## config.mk

```make
export PLATFORM = sky130hd
export DESIGN_NAME = ps2_host_tx
export DESIGN_NICKNAME = d
export VERILOG_FILES = /design/src/rtl/ps2_host_tx.sv
export SDC_FILE = /design/constraint.sdc
export NUM_CORES = 1
export LEC_CHECK = 0
export CORE_ASPECT_RATIO = 0.75
export CORE_MARGIN = 4
export CORE_UTILIZATION = 56
export CTS_CLUSTER_DIAMETER = 50
export DETAILED_ROUTE_END_ITERATION = 10
export GPL_TIMING_DRIVEN = 1
export PLACE_DENSITY = 0.89
export SYNTH_ARGS = -nofsm -noshare
export SYNTH_HDL_FRONTEND = slang
export SYNTH_SLANG_ARGS = --single-unit
export TNS_END_PERCENT = 20
```

## constraint.sdc

```tcl
create_clock -name clk -period 2.9 [get_ports clk]
set_input_delay 0.725 -clock clk [delete_from_list [all_inputs] [get_ports clk]]
set_output_delay 0.725 -clock clk [all_outputs]
set_load 0.01 [all_outputs]
```

## src/rtl/ps2_host_tx.sv

```systemverilog
// ps2_host_tx -- PS/2 host-to-device transmitter.
//
// Sends one command byte (e.g. 0xED LED set, 0xF4 enable) to a PS/2 device
// over the shared open-drain clock/data pair. The host inhibits the bus,
// issues request-to-send, then shifts out data bits on device clock falls.
// It checks the device ack and reports success or failure via one-cycle pulses.
//
// Ports:
//   clk         system clock
//   rst         asynchronous active-low reset; releases both lines at once
//   start       one-cycle send request, honoured only while idle
//   in[23:0]    command word; in[7:0] is the byte sent, in[23:8] unused
//   ps2clk_in   raw PS/2 clock pin level
//   ps2data_in  raw PS/2 data pin level
//   ps2clk_oe   1 = pull PS/2 clock low, 0 = release
//   ps2data_oe  1 = pull PS/2 data low, 0 = release
//   busy        high from the cycle after an accepted start until done/fail
//   rdy         one-cycle pulse: byte sent and acknowledged
//   err         one-cycle pulse: timeout or missing ack
//   irq         rdy | err
module ps2_host_tx #(
    parameter int INHIBIT_CYCLES = 5000,
    parameter int TIMEOUT_CYCLES = 750000,
    parameter int FILTER         = 4
) (
    input  logic        clk,
    input  logic        rst,
    input  logic        start,
    input  logic [23:0] in,
    input  logic        ps2clk_in,
    input  logic        ps2data_in,
    output logic        ps2clk_oe,
    output logic        ps2data_oe,
    output logic        busy,
    output logic        rdy,
    output logic        err,
    output logic        irq
);

    localparam int TW = $clog2(TIMEOUT_CYCLES + 1);
    localparam int IW = $clog2(INHIBIT_CYCLES + 1);
    localparam int FW = $clog2(FILTER + 1);

    // Index of the bit counter after the parity bit has been put on the line.
    localparam logic [3:0] LAST_BIT = 4'd9;

    typedef enum logic [2:0] {
        IDLE,
        INHIBIT,
        REQ,
        BITS,
        STOP,
        WAIT_IDLE,
        DONE,
        FAIL
    } state_t;

    state_t state, nxt;

    // ------------------------------------------------------------------
    // Input conditioning
    // ------------------------------------------------------------------
    logic clk_s1, clk_s2, dat_s1, dat_s2;

    always_ff @(posedge clk or negedge rst) begin
        if (!rst) begin
            clk_s1 <= 1'b0;
            clk_s2 <= 1'b0;
            dat_s1 <= 1'b0;
            dat_s2 <= 1'b0;
        end else begin
            clk_s1 <= ps2clk_in;
            clk_s2 <= clk_s1;
            dat_s1 <= ps2data_in;
            dat_s2 <= dat_s1;
        end
    end

    // Glitch filter: the filtered clock only follows the synchronized level
    // once it has disagreed for FILTER consecutive samples. Any sample that
    // agrees again restarts the count, so short spikes never get through.
    logic          clk_f, clk_f_d;
    logic [FW-1:0] flt_cnt;

    always_ff @(posedge clk or negedge rst) begin
        if (!rst) begin
            clk_f   <= 1'b0;
            clk_f_d <= 1'b0;
            flt_cnt <= '0;
        end else begin
            clk_f_d <= clk_f;
            if (clk_s2 == clk_f) begin
                flt_cnt <= '0;
            end else if (flt_cnt == FW'(FILTER - 1)) begin
                clk_f   <= clk_s2;
                flt_cnt <= '0;
            end else begin
                flt_cnt <= flt_cnt + 1'b1;
            end
        end
    end

    // Device falling edge, as seen after sync + filter.
    logic fall;
    assign fall = clk_f_d & ~clk_f;

    // ------------------------------------------------------------------
    // Datapath: inhibit timer, edge timeout, shift register
    // ------------------------------------------------------------------
    logic [IW-1:0] inh_cnt;
    logic          inh_last;
    logic [TW-1:0] tmo;
    logic          tmo_zero;
    logic          timed;
    logic [8:0]    shreg;     // {parity, data}, shifted out LSB first
    logic [3:0]    bit_cnt;   // bits already placed on the line
    logic          cur_bit;   // level currently presented for the device

    assign inh_last = (inh_cnt == IW'(INHIBIT_CYCLES - 1));
    assign tmo_zero = (tmo == '0);
    assign timed    = (state == REQ) || (state == BITS) ||
                      (state == STOP) || (state == WAIT_IDLE);

    always_ff @(posedge clk or negedge rst) begin
        if (!rst) begin
            inh_cnt <= '0;
        end else if (state == INHIBIT) begin
            inh_cnt <= inh_cnt + 1'b1;
        end else begin
            inh_cnt <= '0;
        end
    end

    // The timer sits preloaded outside the timed states, so it starts
    // fresh on REQ entry, and it reloads on every fall. The preload is one
    // less than the limit so that expiry lands exactly TIMEOUT_CYCLES
    // cycles after the last reload.
    always_ff @(posedge clk or negedge rst) begin
        if (!rst) begin
            tmo <= '0;
        end else if (!timed || fall) begin
            tmo <= TW'(TIMEOUT_CYCLES - 1);
        end else if (!tmo_zero) begin
            tmo <= tmo - 1'b1;
        end
    end

    always_ff @(posedge clk or negedge rst) begin
        if (!rst) begin
            shreg   <= '0;
            bit_cnt <= '0;
            cur_bit <= 1'b0;
        end else if (state == IDLE) begin
            if (start) begin
                shreg   <= {~^in[7:0], in[7:0]};
                bit_cnt <= '0;
                cur_bit <= 1'b0;
            end
        end else if (fall && ((state == REQ) ||
                              (state == BITS && bit_cnt != LAST_BIT))) begin
            // The first fall presents data[0]; later falls present the
            // remaining data bits and then parity.
            cur_bit <= shreg[0];
            shreg   <= {1'b1, shreg[8:1]};
            bit_cnt <= bit_cnt + 1'b1;
        end
    end

    // Upper command bits are carried by the decode but carry no meaning here.
    logic unused_in;
    assign unused_in = ^in[23:8];

    // ------------------------------------------------------------------
    // FSM
    // ------------------------------------------------------------------
    always_ff @(posedge clk or negedge rst) begin
        if (!rst) state <= IDLE;
        else      state <= nxt;
    end

    // Timeout checks are all placed behind the fall checks: a fall in the
    // expiry cycle wins and the timer simply reloads.
    always_comb begin
        nxt = state;
        case (state)
            IDLE:      if (start) nxt = INHIBIT;
            INHIBIT:   if (inh_last) nxt = REQ;
            REQ: begin
                if (fall)          nxt = BITS;
                else if (tmo_zero) nxt = FAIL;
            end
            BITS: begin
                if (fall) begin
                    if (bit_cnt == LAST_BIT) nxt = STOP;
                end else if (tmo_zero) begin
                    nxt = FAIL;
                end
            end
            STOP: begin
                // Ack slot: the device must hold data low at this fall.
                if (fall)          nxt = dat_s2 ? FAIL : WAIT_IDLE;
                else if (tmo_zero) nxt = FAIL;
            end
            WAIT_IDLE: begin
                if (clk_f && dat_s2)       nxt = DONE;
                else if (!fall && tmo_zero) nxt = FAIL;
            end
            DONE:      nxt = IDLE;
            FAIL:      nxt = IDLE;
            default:   nxt = IDLE;
        endcase
    end

    // Outputs are decoded from state only, so an asynchronous reset releases
    // both lines immediately, even mid-frame.
    always_comb begin
        ps2clk_oe  = 1'b0;
        ps2data_oe = 1'b0;
        busy       = 1'b0;
        rdy        = 1'b0;
        err        = 1'b0;
        case (state)
            INHIBIT: begin
                ps2clk_oe  = 1'b1;
                ps2data_oe = inh_last;   // start bit goes down just before release
                busy       = 1'b1;
            end
            REQ: begin
                ps2data_oe = 1'b1;
                busy       = 1'b1;
            end
            BITS: begin
                ps2data_oe = ~cur_bit;
                busy       = 1'b1;
            end
            STOP:      busy = 1'b1;
            WAIT_IDLE: busy = 1'b1;
            DONE:      rdy  = 1'b1;
            FAIL:      err  = 1'b1;
            default: ;
        endcase
        irq = rdy | err;
    end

endmodule

```

==> summary by stage <==
Floorplan
The effective utilization at floorplan is approximately three fifths. In this run the core area contains 22 standard-cell rows. For this design the top-level I/O count stands at 35. From bottom edge to top edge, the die measures 71.8 um. The die covers approximately 0.0067 mm2.

The floorplan step set the die width to about 93 um. After floorplanning, the core was sized to cover just over 0.005 mm2.

Critical path
Walking the worst path, the cells encountered are ha_2, or4bb_4, nor4_4, buf_4, a21oi_2, a311oi_1, buf_2. The library cell contributing the largest single delay on the critical path is sky130_fd_sc_hd__or4bb_4. Data on the critical path is required at its endpoint by 2170 ps. The count of buffering cells on the critical path with inverters included is 2.

The path length in cells of the critical path is 7. Measured in cells, the most critical reg-to-reg path has a length of 5. The worst register-to-register path ends at state[1]. The data arrival time at the worst-slack endpoint is 2170 ps. The critical path startpoint category is a register. The startpoint-to-endpoint class of the critical path is register to primary output. The family with the most delay on the worst path is simple AND/OR/NAND/NOR gates. The startpoint identified for the worst register-to-register timing path is tmo[17]. The kind of capture point of the worst setup path is a primary output. The reg-to-reg setup timing slack is around 400 ps. In this design, the stage delay of the slowest critical-path cell is between 400 and 500 ps. In this run the worst path has a maximum fanout of 2.

Synth
Dividing the synthesized area by the synthesized cell count gives ~10 um2. The yosys synthesis warning count is 0. The number of instances in the synthesized netlist is between 300 and 400.

The most used flip-flop cell after synthesis is sky130_fd_sc_hd__dfrtp_1. Of the synthesized area, sequential elements account for between 40% and 50%. The synthesized netlist occupies a cell area of about 0.0030 mm2. Yosys mapped a number of flops with a built-in enable equal to 0.

For this run, asynchronously set or reset flops after synthesis account for 100%. Synthesis inferred a little under 60 register bits. The synthesized netlist contains between 50 and 60 unique library cells. The number of nets handed over by synthesis was approximately 340.

CTS
The clock transition time at the flip-flop clock pins of the worst setup and hold paths is about 60 ps. The maximum buffer depth of the clock tree is 2. The H-tree depth is 3. The CTS tree is done. The cts-stage hold buffer count is 0.

The number of clock sinks seen by CTS is approximately 60. The number of CTS-inserted buffers is 9. For the worst-skew pair, the clock arrives at the later sink with an insertion delay of 340 ps.

In this run the clock root is driven by a sky130_fd_sc_hd__clkbuf_8.

STA
Timing would allow up to between 300 and 400 MHz. The setup violation total in the final timing report is 0. Setup repair after global routing could not meet its margin everywhere. For the pin with the worst max-slew slack, the measured transition is between 700 and 800 ps.

The final count of hold timing violations is 0. In this run the tightest slew margin relative to its limit is between 50% and 60%. The maximum clock skew at final layout is around 8.0 ps. The final max-slew violation count came to 0. The worst path uses between 90% and 100% of the clock period.

After routing, the total negative slack on setup checks comes to 0 ps. The shortest period the worst path allows is 2890 ps.

Finish
The number of antenna diodes in the final layout is 0. The net count reported at finish is between 300 and 400. In the final layout, the share of cells above drive strength 1 is 16.0%.

The core occupancy in the finished layout is 72.0%. The layout overhead on the synthesized area is 19.9%.

Power and ir drop
The power per unit of standard cell area is about 610 mW/mm2. The combinational fraction of design power is 17.8%. The static leakage is 1.55 nW. The share of power burned in registers is about 44%. The share of power burned in the clock network is between 30% and 40%. Internal power comes to about 1.7 mW.

The maximum vdd ir drop is between 0.0004 and 0.0005 V. The net switching power is about 570 uW. Net switching is between 20% and 30% of the power.

Placement
The number of buffers inserted by port buffering is 18. At the end of routability-driven placement, the weighted congestion stood at between 0.8 and 0.9. The final HPWL from detailed placement is 4.12 mm.

Global routing
The global-route wire length before repair is about 11 mm. The number of antenna violations at the first check in global routing was 0. The total grt overflow is 0. Across every metal layer, demand over resource in global routing totals ~21%.

The number of global-route vias before repair was 2,347. The pin count of the biggest net entering global routing is 60.

Route
The first-pass detailed-route iteration total is 4. In this run the remaining antenna-violating nets after routing total 0. For this block, the via count after detailed routing is approximately 2,300. The overall routed net length is just over 6 mm.

The number of remaining DRC errors is 0. In the routed layout, each cell is associated on average with a via count of between 5 and 6. The violation count after the first detailed-routing iteration is around 200. The routed wirelength normalized by instance count is 14.8 um.

Min path
The path class of the tightest hold or removal check is register to register. The startpoint of the tightest hold check path is clk_s1. For hold timing, the worst endpoint is clk_s2. The number of cells on the worst hold path is 0.

Outcome
The flow ran to the end, and the final reports show no timing, DRC or antenna violations.

Flow run
The tool flagged a number of max-cap violations equal to 0.
[registers in the layout (all words and copies together) (netlist names), 3 cells and up]
name     flops
bit_cnt      4
flt_cnt      3
inh_cnt     13
shreg        9
state        3
tmo         20
[metal layers]
layer,track usage [%],share of wire [%]
met5,0,0
met4,7.97,1.5
met3,5.56,3.8
met1,26.5,45
met2,33.2,50
[how the worst max path moves through the flow]
stage,start,end,slack (ps)
3_3_place_gp,inh_cnt[5],ps2data_oe,-270
4_1_cts,inh_cnt[1],ps2data_oe,-20
6_report,inh_cnt[0],ps2data_oe,9
3_5_place_dp,inh_cnt[5],ps2data_oe,-240
5_1_grt,inh_cnt[0],ps2data_oe,-110
2_1_floorplan,inh_cnt[5],ps2data_oe,340
[kinds of logic after synthesis]
| group | synth area share (%) |
|---|---|
| AND/OR/NAND/NOR | 22.6 |
| flip-flops | 48.5 |
| multiplexers | 3.00 |
| XOR/XNOR | 9.21 |
| adder cells (fa/ha/maj) | 2.06 |
| AO/OA/AOI/OAI | 11.9 |
| buffers and inverters | 2.71 |
[cell usage in the layout (no fill, tap or decap), types with 6 or more instances in the layout]
| cell | n |
|---|---|
| sky130_fd_sc_hd__dfrtp_1 | 59 |
| sky130_fd_sc_hd__nand2_1 | 37 |
| sky130_fd_sc_hd__nor2_1 | 27 |
| sky130_fd_sc_hd__o21ai_0 | 18 |
| sky130_fd_sc_hd__buf_4 | 18 |
| sky130_fd_sc_hd__xnor2_1 | 17 |
| sky130_fd_sc_hd__clkdlybuf4s50_1 | 16 |
| sky130_fd_sc_hd__xor2_1 | 15 |
| sky130_fd_sc_hd__clkbuf_8 | 11 |
| sky130_fd_sc_hd__nand3_1 | 9 |
| sky130_fd_sc_hd__inv_1 | 8 |
| sky130_fd_sc_hd__mux2i_1 | 8 |
| sky130_fd_sc_hd__and3_1 | 7 |
| sky130_fd_sc_hd__nor2b_1 | 7 |
| sky130_fd_sc_hd__nor3_1 | 6 |
| sky130_fd_sc_hd__a21oi_1 | 6 |
[through the flow]
step / setup slack [ps] / hold WS, ps / cells / instance area (um2) / power, mW
6_report: 8.60 / 351 / 415 / 3650 / 2.22
5_1_grt: -115 / 372 / 415 / 3650 / 2.34
4_1_cts: -17.6 / 354 / 415 / 3650 / 2.23
3_3_place_gp: -265 / 332 / 397 / 3380 / 1.34
2_1_floorplan: 340 / 331 / 302 / 3040 / 1.21
3_5_place_dp: -245 / 340 / 397 / 3380 / 1.37
[power groups by stage]
stage	sequential [mW]	clock, mW	combinational, mW
after floorplan	0.999	0	0.206
after global placement	0.987	0	0.356
after detailed placement	0.995	0	0.378
after CTS	0.982	0.854	0.391
after global routing	0.997	0.900	0.442
final	0.982	0.841	0.394
[cells in the mapped netlist, drive strengths merged, types with 2 or more instances]
library cell  instances  area, um2
nand3                 9       45.0
o41ai                 2       17.5
or4b                  2       23.8
xor2                 15        131
and4                  2       17.5
o211ai                7       67.6
or3                   2       12.5
inv                   8       30.0
nand2                37        139
nor3                  8       45.0
nor4                  6       43.8
nand4                 4       25.0
nor2b                 7       43.8
and2                  3       18.8
buf                   2       18.8
o2111ai               2       17.5
ha                    5       62.6
nor2                 28        121
xnor2                17        149
nand2b                4       25.0
mux2i                 8       80.1
clkbuf                9       33.8
o21ai                22        110
a21oi                 7       35.0
dfrtp                59       1480
and3                  7       43.8
[repair_timing]
item,4_1_cts,5_1_grt
gates resized for setup,10,0
endpoints found under the hold margin,0,0
pin swaps,5,0
setup buffers,2,0
setup endpoints to repair,1,1
[final cells by class]
class | count | area (um2)
multi-input combinational | 224 | 1520
tap | 72 | 90.1
inverter | 8 | 30.0
clock inverter | 4 | 72.6
clock buffer | 12 | 155
sequential | 59 | 1480
timing repair buffer | 36 | 305
fill | 362 | 1420
No activity file was read; power rests on OpenSTA's default activity.
